**src/rtl/vec_issue_sequencer_if.sv**
```systemverilog
// Bundle for the vector issue sequencer. It carries the ID-stage instruction inputs,
// the downstream stall and flush inputs, and the per-beat outputs to the VRF and lanes.
interface vec_issue_sequencer_if #(
  parameter int IDXW = 3
);
  logic            valid_i;
  logic [6:0]      opcode_i;
  logic [4:0]      vd_i;
  logic [4:0]      vs1_i;
  logic [4:0]      vs2_i;
  logic            ext_stall_i;
  logic            flush_i;
  logic            stall_o;
  logic            busy_o;
  logic            vrf_we_o;
  logic [4:0]      vd_o;
  logic [4:0]      vs1_o;
  logic [4:0]      vs2_o;
  logic [IDXW-1:0] elem_base_o;
  logic            done_o;
  logic [1:0]      state_o;

  // Handshake: an instruction is accepted in any cycle where valid_i is high, opcode_i
  // is the vector opcode, flush_i is low and the sequencer is not BUSY. stall_o is the
  // back-pressure toward IF/ID and is high in the accepting cycle and in every BUSY
  // cycle. A beat is written in each cycle where vrf_we_o is high.
  modport slave (
    input  valid_i, opcode_i, vd_i, vs1_i, vs2_i, ext_stall_i, flush_i,
    output stall_o, busy_o, vrf_we_o, vd_o, vs1_o, vs2_o, elem_base_o, done_o, state_o
  );

  modport master (
    output valid_i, opcode_i, vd_i, vs1_i, vs2_i, ext_stall_i, flush_i,
    input  stall_o, busy_o, vrf_we_o, vd_o, vs1_o, vs2_o, elem_base_o, done_o, state_o
  );
endinterface

```
**src/rtl/vec_issue_sequencer.sv**
```systemverilog
// Steps one accepted vector instruction through ELEMS/LANES element-group beats,
// stalling the front end until the last beat issues and then pulsing done for one cycle.
module vec_issue_sequencer #(
  parameter int ELEMS = 8,
  parameter int LANES = 2
) (
  input logic clk_i,
  input logic rst_i,
  vec_issue_sequencer_if.slave bus
);
  localparam int BEATS = ELEMS / LANES;
  localparam int IDXW  = (ELEMS > 1) ? $clog2(ELEMS) : 1;
  localparam int BW    = (BEATS > 1) ? $clog2(BEATS) : 1;
  localparam logic [6:0]    VEC_OP    = 7'b1010111;
  localparam logic [BW-1:0] LAST_BEAT = BW'(BEATS - 1);

  typedef enum logic [1:0] {
    S_IDLE = 2'd0,
    S_BUSY = 2'd1,
    S_DONE = 2'd2
  } state_t;

  state_t          r_state;
  logic [BW-1:0]   r_beat;
  logic [4:0]      r_vd;
  logic [4:0]      r_vs1;
  logic [4:0]      r_vs2;

  logic            w_start;
  logic            w_busy;
  logic [IDXW-1:0] w_elem_base;

  assign w_start     = bus.valid_i & (bus.opcode_i == VEC_OP) & ~bus.flush_i;
  assign w_busy      = (r_state == S_BUSY);
  assign w_elem_base = IDXW'(r_beat) * IDXW'(LANES);

  always_ff @(posedge clk_i) begin
    if (rst_i) begin
      r_state <= S_IDLE;
      r_beat  <= '0;
      r_vd    <= '0;
      r_vs1   <= '0;
      r_vs2   <= '0;
    end else begin
      case (r_state)
        S_BUSY: begin
          if (bus.flush_i) begin
            r_state <= S_IDLE;
          end else if (bus.ext_stall_i) begin
            r_state <= S_BUSY;
          end else if (r_beat == LAST_BEAT) begin
            r_state <= S_DONE;
          end else begin
            r_beat <= r_beat + BW'(1);
          end
        end
        // IDLE and DONE both accept; DONE falls back to IDLE when nothing arrives.
        default: begin
          if (w_start) begin
            r_state <= S_BUSY;
            r_beat  <= '0;
            r_vd    <= bus.vd_i;
            r_vs1   <= bus.vs1_i;
            r_vs2   <= bus.vs2_i;
          end else begin
            r_state <= S_IDLE;
          end
        end
      endcase
    end
  end

  // stall_o and vrf_we_o stay combinational so the accepting cycle holds IF/ID
  // and a flush or downstream stall suppresses the write in the same cycle.
  assign bus.stall_o     = w_busy | (w_start & (r_state != S_BUSY));
  assign bus.busy_o      = w_busy;
  assign bus.vrf_we_o    = w_busy & ~bus.ext_stall_i & ~bus.flush_i;
  assign bus.elem_base_o = w_busy ? w_elem_base : '0;
  assign bus.done_o      = (r_state == S_DONE);
  assign bus.vd_o        = r_vd;
  assign bus.vs1_o       = r_vs1;
  assign bus.vs2_o       = r_vs2;
  assign bus.state_o     = r_state;
endmodule

```
**src/flat_wrapper.sv**
```systemverilog
// flat-port wrapper written by rule: the top's interface ports become plain ports
module vec_issue_sequencer_flat 
#(
  parameter int ELEMS = 8,
  parameter int LANES = 2
)
  (clk_i, rst_i, bus_valid_i, bus_opcode_i, bus_vd_i, bus_vs1_i, bus_vs2_i, bus_ext_stall_i, bus_flush_i, bus_stall_o, bus_busy_o, bus_vrf_we_o, bus_vd_o, bus_vs1_o, bus_vs2_o, bus_elem_base_o, bus_done_o, bus_state_o);
  vec_issue_sequencer_if bus_i ();
  input logic clk_i;
  input logic rst_i;
  input wire logic [$bits(bus_i.valid_i)-1:0] bus_valid_i;
  input wire logic [$bits(bus_i.opcode_i)-1:0] bus_opcode_i;
  input wire logic [$bits(bus_i.vd_i)-1:0] bus_vd_i;
  input wire logic [$bits(bus_i.vs1_i)-1:0] bus_vs1_i;
  input wire logic [$bits(bus_i.vs2_i)-1:0] bus_vs2_i;
  input wire logic [$bits(bus_i.ext_stall_i)-1:0] bus_ext_stall_i;
  input wire logic [$bits(bus_i.flush_i)-1:0] bus_flush_i;
  output wire logic [$bits(bus_i.stall_o)-1:0] bus_stall_o;
  output wire logic [$bits(bus_i.busy_o)-1:0] bus_busy_o;
  output wire logic [$bits(bus_i.vrf_we_o)-1:0] bus_vrf_we_o;
  output wire logic [$bits(bus_i.vd_o)-1:0] bus_vd_o;
  output wire logic [$bits(bus_i.vs1_o)-1:0] bus_vs1_o;
  output wire logic [$bits(bus_i.vs2_o)-1:0] bus_vs2_o;
  output wire logic [$bits(bus_i.elem_base_o)-1:0] bus_elem_base_o;
  output wire logic [$bits(bus_i.done_o)-1:0] bus_done_o;
  output wire logic [$bits(bus_i.state_o)-1:0] bus_state_o;
  assign bus_i.valid_i = bus_valid_i;
  assign bus_i.opcode_i = bus_opcode_i;
  assign bus_i.vd_i = bus_vd_i;
  assign bus_i.vs1_i = bus_vs1_i;
  assign bus_i.vs2_i = bus_vs2_i;
  assign bus_i.ext_stall_i = bus_ext_stall_i;
  assign bus_i.flush_i = bus_flush_i;
  assign bus_stall_o = bus_i.stall_o;
  assign bus_busy_o = bus_i.busy_o;
  assign bus_vrf_we_o = bus_i.vrf_we_o;
  assign bus_vd_o = bus_i.vd_o;
  assign bus_vs1_o = bus_i.vs1_o;
  assign bus_vs2_o = bus_i.vs2_o;
  assign bus_elem_base_o = bus_i.elem_base_o;
  assign bus_done_o = bus_i.done_o;
  assign bus_state_o = bus_i.state_o;
  vec_issue_sequencer #(.ELEMS(ELEMS), .LANES(LANES)) u_core (.clk_i(clk_i), .rst_i(rst_i), .bus(bus_i));
endmodule
```
**config.mk**
```make
export PLATFORM = sky130hd
export DESIGN_NAME = vec_issue_sequencer_flat
export DESIGN_NICKNAME = d
export VERILOG_FILES = /design/src/rtl/vec_issue_sequencer_if.sv /design/src/rtl/vec_issue_sequencer.sv /design/src/flat_wrapper.sv
export SDC_FILE = /design/constraint.sdc
export NUM_CORES = 1
export LEC_CHECK = 0
export CORE_ASPECT_RATIO = 1.1
export CORE_UTILIZATION = 65
export CTS_BUF_LIST = sky130_fd_sc_hd__clkbuf_4 sky130_fd_sc_hd__clkbuf_8
export DETAILED_ROUTE_END_ITERATION = 10
export DONT_BUFFER_PORTS = 1
export PLACE_DENSITY = 0.81
export SLEW_MARGIN = 20
export SYNTH_ARGS = -nofsm -noshare
export SYNTH_HDL_FRONTEND = slang
export SYNTH_SLANG_ARGS = --single-unit
export TNS_END_PERCENT = 10
```
**constraint.sdc**
```tcl
create_clock -name clk_i -period 2.15 [get_ports clk_i]
set_input_delay 0.3225 -clock clk_i [delete_from_list [all_inputs] [get_ports clk_i]]
set_output_delay 0.3225 -clock clk_i [all_outputs]
set_load 0.005 [all_outputs]
```
Word-level counts from Yosys, hierarchy flattened
Index checks and enable logic that the tools add are counted.
{"block": "word_totals", "register_bits": 19, "inputBits": 27, "out_inout_bits": 24, "word_cells": 38}
{"block": "op_classes", "addsub": 1, "eq_ne": 9, "mux": 11, "bitwise_logic": 9, "n_reduce_logical": 3}
{"operator": "2-bit two-way mux", "count": 9}
{"operator": "7-bit == test (second input constant)", "count": 1}
{"operator": "2-bit != test (second input constant)", "count": 3}
{"operator": "1-bit bitwise AND", "count": 5}
{"operator": "2-bit == test (second input constant)", "count": 2}
{"operator": "4-bit != test (second input constant)", "count": 1}
{"operator": "4-bit AND reduction", "count": 1}
{"operator": "3-bit two-way mux", "count": 1}
{"operator": "1-bit NOT", "count": 3}
{"operator": "2-bit by 1-bit adder with 2-bit output (second input constant)", "count": 1}
{"operator": "2-bit by 1-bit == test with 1-bit output (second input constant)", "count": 1}
{"operator": "2-bit by 1-bit != test with 1-bit output (second input constant)", "count": 1}
{"operator": "2-bit AND reduction", "count": 1}
{"operator": "2-bit nonzero test", "count": 1}
{"operator": "1-bit two-way mux", "count": 1}
{"operator": "1-bit bitwise OR", "count": 1}

Longest topological paths before layout
{"block": "logic_depth", "word_depth": 5, "ltp_mapped": 6, "ltp_nobuf": 4}

Worst setup path after synthesis
OpenSTA, ideal clock, no wires.
{"block": "synth_timing", "kind": "input-to-reg", "startpoint": "input bus_opcode_i[5]", "endpoint": "register u_core.r_vd[4] (netlist: u_core.bus.vd_o[4])", "setup_time_ns": 0.072, "arrival_ns": 1.375, "t_required_ns": 2.078, "setup_slack_ns": 0.703, "path_stages": 6, "n_path_buf": 2, "path_cell_list": "and4bb_1 -> nand3_2 -> nor4_2 -> buf_6 -> buf_12 -> mux2i_1"}
{"block": "synth_via", "elab_chain_cells": 4}
{"item": "start: declaration", "line_no": "flat_wrapper.sv:12", "rtl": "input wire logic [$bits(bus_i.opcode_i)-1:0] bus_opcode_i;"}
{"item": "7-bit == test", "line_no": "vec_issue_sequencer.sv:33", "rtl": "assign w_start = bus.valid_i & (bus.opcode_i == VEC_OP) & ~bus.flush_i;"}
{"item": "1-bit bitwise AND (2 in series)", "line_no": "vec_issue_sequencer.sv:33"}
{"item": "2-bit AND reduction (no source line)"}
{"item": "end signal: assignment", "line_no": "vec_issue_sequencer.sv:62", "rtl": "r_vd <= bus.vd_i;"}
{"item": "end: declaration", "line_no": "vec_issue_sequencer.sv:25", "rtl": "logic [4:0] r_vd;"}
No other way between the ends.
A chain may end at the register's enable or synchronous reset.

Worst setup path in the final report
{"block": "layout_timing", "startpoint": "register u_core.r_state[1] (netlist: u_core.bus.state_o[1])", "endpoint": "register u_core.r_vs2[4] (netlist: u_core.bus.vs2_o[4])"}
{"block": "layout_via", "elab_chain_cells": 3}
{"item": "start: declaration", "line_no": "vec_issue_sequencer.sv:23", "rtl": "state_t r_state;"}
{"item": "start signal: assignment", "line_no": "vec_issue_sequencer.sv:39", "rtl": "r_state <= S_IDLE;"}
{"item": "start signal: assignment", "line_no": "vec_issue_sequencer.sv:48", "rtl": "r_state <= S_IDLE;"}
{"item": "start signal: assignment", "line_no": "vec_issue_sequencer.sv:50", "rtl": "r_state <= S_BUSY;"}
{"item": "2-bit by 1-bit == test with 1-bit output"}
{"item": "named net bus_busy_o", "line_no": "flat_wrapper.sv:19", "rtl": "output wire logic [$bits(bus_i.busy_o)-1:0] bus_busy_o;"}
{"item": "1-bit NOT (no source line)"}
{"item": "2-bit AND reduction (no source line)"}
{"item": "end signal: assignment", "line_no": "vec_issue_sequencer.sv:64", "rtl": "r_vs2 <= bus.vs2_i;"}
{"item": "end: declaration", "line_no": "vec_issue_sequencer.sv:27", "rtl": "logic [4:0] r_vs2;"}
The timed path passes the listed nets, and every way through them passes these cells.

==> run summary <==
post-CTS setup repair buffer count - 0
final hold viol count - 0
multiplexer fraction of the synthesized cell area - 0.152
number of antenna cells inserted - 0
DR WL/cell - 13.9 um
RSZ-0062 raised after global routing - false
Slew Limit Fails - 0
Gates resized, CTS repair - 0
proportion of layout cells with a drive suffix above 1 - 0.269
worst stage delay on the critical path - 0.38 ns
HPWL after detailed placement - 1120 um
main combinational cell family by area after synthesis - simple AND/OR/NAND/NOR gates
vias per inst - 5.71
number of global-route vias before repair - 594
Boundary Pins - 51
count of hold buffers inserted by post-cts repair - 0
post-route fraction of the period consumed by the critical path - 0.707
cell type with the highest aggregate area in the netlist - sky130_fd_sc_hd__dfxtp_1
signal arrival time at the worst endpoint - 1.74 ns
Period minus WS final - 1.52 ns
depth of the CTS H-tree - 1
cell-by-cell trace of the critical path - nand2b_4 -> inv_1 -> nor4_4 -> buf_4 -> mux2i_1
Post-Route M1 WL - 626 um
Placed Cells incl. Taps - 105
result of the run - finished clean
number of cell rows - 14
Total Power Consumption - 0.560 mW
XOR/XNOR Fraction of Synth Area - 0
standby leakage power - 0.349 nW
number of nets with antenna violations after detailed routing - 0
relative contribution of combinational cells to total power - 0.037
Crit-path slowest cell - sky130_fd_sc_hd__dfxtp_1
minimum setup slack in the final design - 0.629 ns
number of buffers created by CTS - 3
design internal power - 0.452 mW
cell with the most instances after synthesis - sky130_fd_sc_hd__dfxtp_1
maximum clock frequency - 658 MHz
worst-skew pair later-pin latency - 0.29 ns
Area contributors post-synth - sky130_fd_sc_hd__dfxtp_1 38%, sky130_fd_sc_hd__mux2i_1 15%, sky130_fd_sc_hd__or2b_2 13%
register clock-pin slew on the reported worst setup and hold paths - 0.10 ns
Warnings, synthesis - 0
uppermost metal layer occupied by signal nets - met4
Synth top area share - 0.384
starting density of the core - 0.706
number of storage elements in the synthesis netlist - 19
flop-to-flop setup slack - 0.63 ns
initial antenna violation count - 0
wire length of the first global-routing pass - 2390 um
number of nets in the synthesized netlist - 122
total congestion overflow after global routing - 0
initial drt markers - 5
final weighted congestion of routability-driven global placement - 0.559
Cell Pwr Density - 557 nW/um2
Layout area overhead - 1.64%
Core ar. - 1400 um2
clock share of power - 0.334
number of enable-type register cells in the synthesized netlist - 0
wire length after detailed routing - 1520 um
Max IR drop VDD - 0.299 mV
Flop pwr share - 0.629
port buffer count - 0
switching part of the total power - 0.193
Mapped Cells - 94
worst clock skew - 0.00153 ns
aggregate global-route resource usage - 0.206
final net count - 122
data required time of the critical path - 2.37 ns
Cell Area, Synth - 990 um2
sequential fraction of the synthesis area - 0.384
root buf cell - sky130_fd_sc_hd__clkbuf_4
Final TNS setup - 0 ns
leading cell types by count after synthesis - 19 x sky130_fd_sc_hd__dfxtp_1, 15 x sky130_fd_sc_hd__mux2i_1, 15 x sky130_fd_sc_hd__nand2b_1, 15 x sky130_fd_sc_hd__or2b_2, 3 x sky130_fd_sc_hd__clkbuf_1
dominant synthesized flop cell - sky130_fd_sc_hd__dfxtp_1
met3 routed wirelength - 130 um
type of element capturing the critical path - flop
number of standard cells in the layout, taps in and fillers out - 109
placement-stage worst setup slack - 0.604 ns
overall die height - 42.9 um
path class of the lowest-slack min-delay path - in2reg
distinct cell type count of the synthesized netlist - 27
Synth Area in Simple Gates - 0.358
die footprint - 1680 um2
compound-gate portion of the synthesized area - 0.0316
switching power - 0.108 mW
biggest fanout along the worst timing path - 18
Setup CP Type - reg2reg
final number of setup-violating endpoints - 0
CTS tree - built
Max Buffers Root-to-Sink - 2
number of optimization iterations in the first detailed-route pass - 4
Max-Cap Viols - 0
post-synthesis share of cell area spent on full adders, half adders and majority gates - 0.0126
floorplan die width - 39.2 um
overall via count from detail_route - 622
maximum number of pins on one net before global-route repair - 37
async set or reset register ratio after synthesis - 0
clock sink count - 19
DRC violation count after routing - 0
WL met2 - 737 um
average footprint of a synthesized cell - 10.5 um2
type of element launching the critical path - flop
==> logic make-up after synthesis <==
logic type / count (synthesis)
mux: 15
flops: 19
compound gates: 4
buf+inv: 8
fa+ha+maj: 1
simple gates: 46
other cells: 1
==> critical path, delay by kind of cell, from the launching register on <==
kind	cells	cell delay, ns
buffers and inverters	2	0.42
and+or+nand+nor	2	0.41
DFF	1	0.38
muxes	1	0.23
==> area by class of cell <==
type / instances / area [um2]
Clock buffer: 4 / 30.0
Fill cell: 123 / 395
Inverter: 2 / 7.51
Multi-Input combinational cell: 67 / 561
Sequential cell: 19 / 380
Tap cell: 16 / 20.0
Timing Repair Buffer: 1 / 7.51
==> metal layers <==
metal	global-route usage	vias up
li1	-	306
met1	0.232	278
met2	0.343	34
met3	0.0366	4
met4	0.124	0
met5	0	-
==> worst paths after layout <==
path,endpoint,cells past startpoint,start
min,u_core.r_beat[1]$_SDFFE_PP0P_,1,rst_i
min reg2reg,u_core.bus.vd_o[0]$_SDFFE_PP0P_,2,u_core.bus.vd_o[0]$_SDFFE_PP0P_
max reg2reg,u_core.bus.vs2_o[4]$_SDFFE_PP0P_,5,u_core.bus.state_o[1]$_SDFFE_PP0P_
max,u_core.bus.vs2_o[4]$_SDFFE_PP0P_,5,u_core.bus.state_o[1]$_SDFFE_PP0P_
==> sequential cells by signal, indices dropped and copies added (netlist names) <==
| name | flops |
|---|---|
| u_core.bus.state_o | 2 |
| u_core.bus.vd_o | 5 |
| u_core.bus.vs1_o | 5 |
| u_core.bus.vs2_o | 5 |
| u_core.r_beat | 2 |
==> cell usage in the layout (no fill, tap or decap) <==
| master | synthesis | layout |
|---|---|---|
| sky130_fd_sc_hd__mux2i_1 | 15 | 15 |
| sky130_fd_sc_hd__inv_1 | 2 | 2 |
| sky130_fd_sc_hd__or2b_2 | 15 | 15 |
| sky130_fd_sc_hd__dfxtp_1 | 19 | 19 |
| sky130_fd_sc_hd__o32ai_1 | 1 | 1 |
| sky130_fd_sc_hd__or3_1 | 1 | 1 |
| sky130_fd_sc_hd__nor4_4 | 0 | 1 |
| sky130_fd_sc_hd__and3b_1 | 1 | 1 |
| sky130_fd_sc_hd__ha_1 | 1 | 1 |
| sky130_fd_sc_hd__nor3_1 | 2 | 2 |
| sky130_fd_sc_hd__o21ai_0 | 1 | 1 |
| sky130_fd_sc_hd__nand2b_4 | 1 | 1 |
| sky130_fd_sc_hd__o21ba_2 | 1 | 1 |
| sky130_fd_sc_hd__buf_4 | 1 | 1 |
| sky130_fd_sc_hd__nor2b_1 | 2 | 2 |
| sky130_fd_sc_hd__nand3b_1 | 2 | 2 |
| sky130_fd_sc_hd__nand2b_1 | 15 | 15 |
| sky130_fd_sc_hd__clkbuf_4 | 0 | 4 |
| sky130_fd_sc_hd__conb_1 | 1 | 1 |
| sky130_fd_sc_hd__or4_4 | 1 | 1 |
| sky130_fd_sc_hd__nand3_2 | 1 | 1 |
| sky130_fd_sc_hd__nand2_1 | 1 | 1 |
| sky130_fd_sc_hd__and4bb_1 | 1 | 1 |
| sky130_fd_sc_hd__and2_1 | 2 | 2 |
| sky130_fd_sc_hd__o31ai_1 | 1 | 1 |
==> metrics by stage <==
step	area, um2	hold WS [ns]	util
2_1_floorplan	990	0.465	-
3_3_place_gp	976	0.442	0.696
3_5_place_dp	976	0.445	0.696
4_1_cts	1010	0.122	0.718
5_1_grt	1010	0.125	0.718
6_report	1010	0.133	0.718
==> power by group through the flow <==
stage / sequential, mW / combinational (mW) / clock [mW]
after detailed placement: 0.360 / 0.0209 / 0
after global placement: 0.360 / 0.0202 / 0
after global routing: 0.353 / 0.0227 / 0.203
after floorplan: 0.360 / 0.0252 / 0
after CTS: 0.352 / 0.0209 / 0.197
final: 0.352 / 0.0207 / 0.187
(Power assumes the default switching activity.)
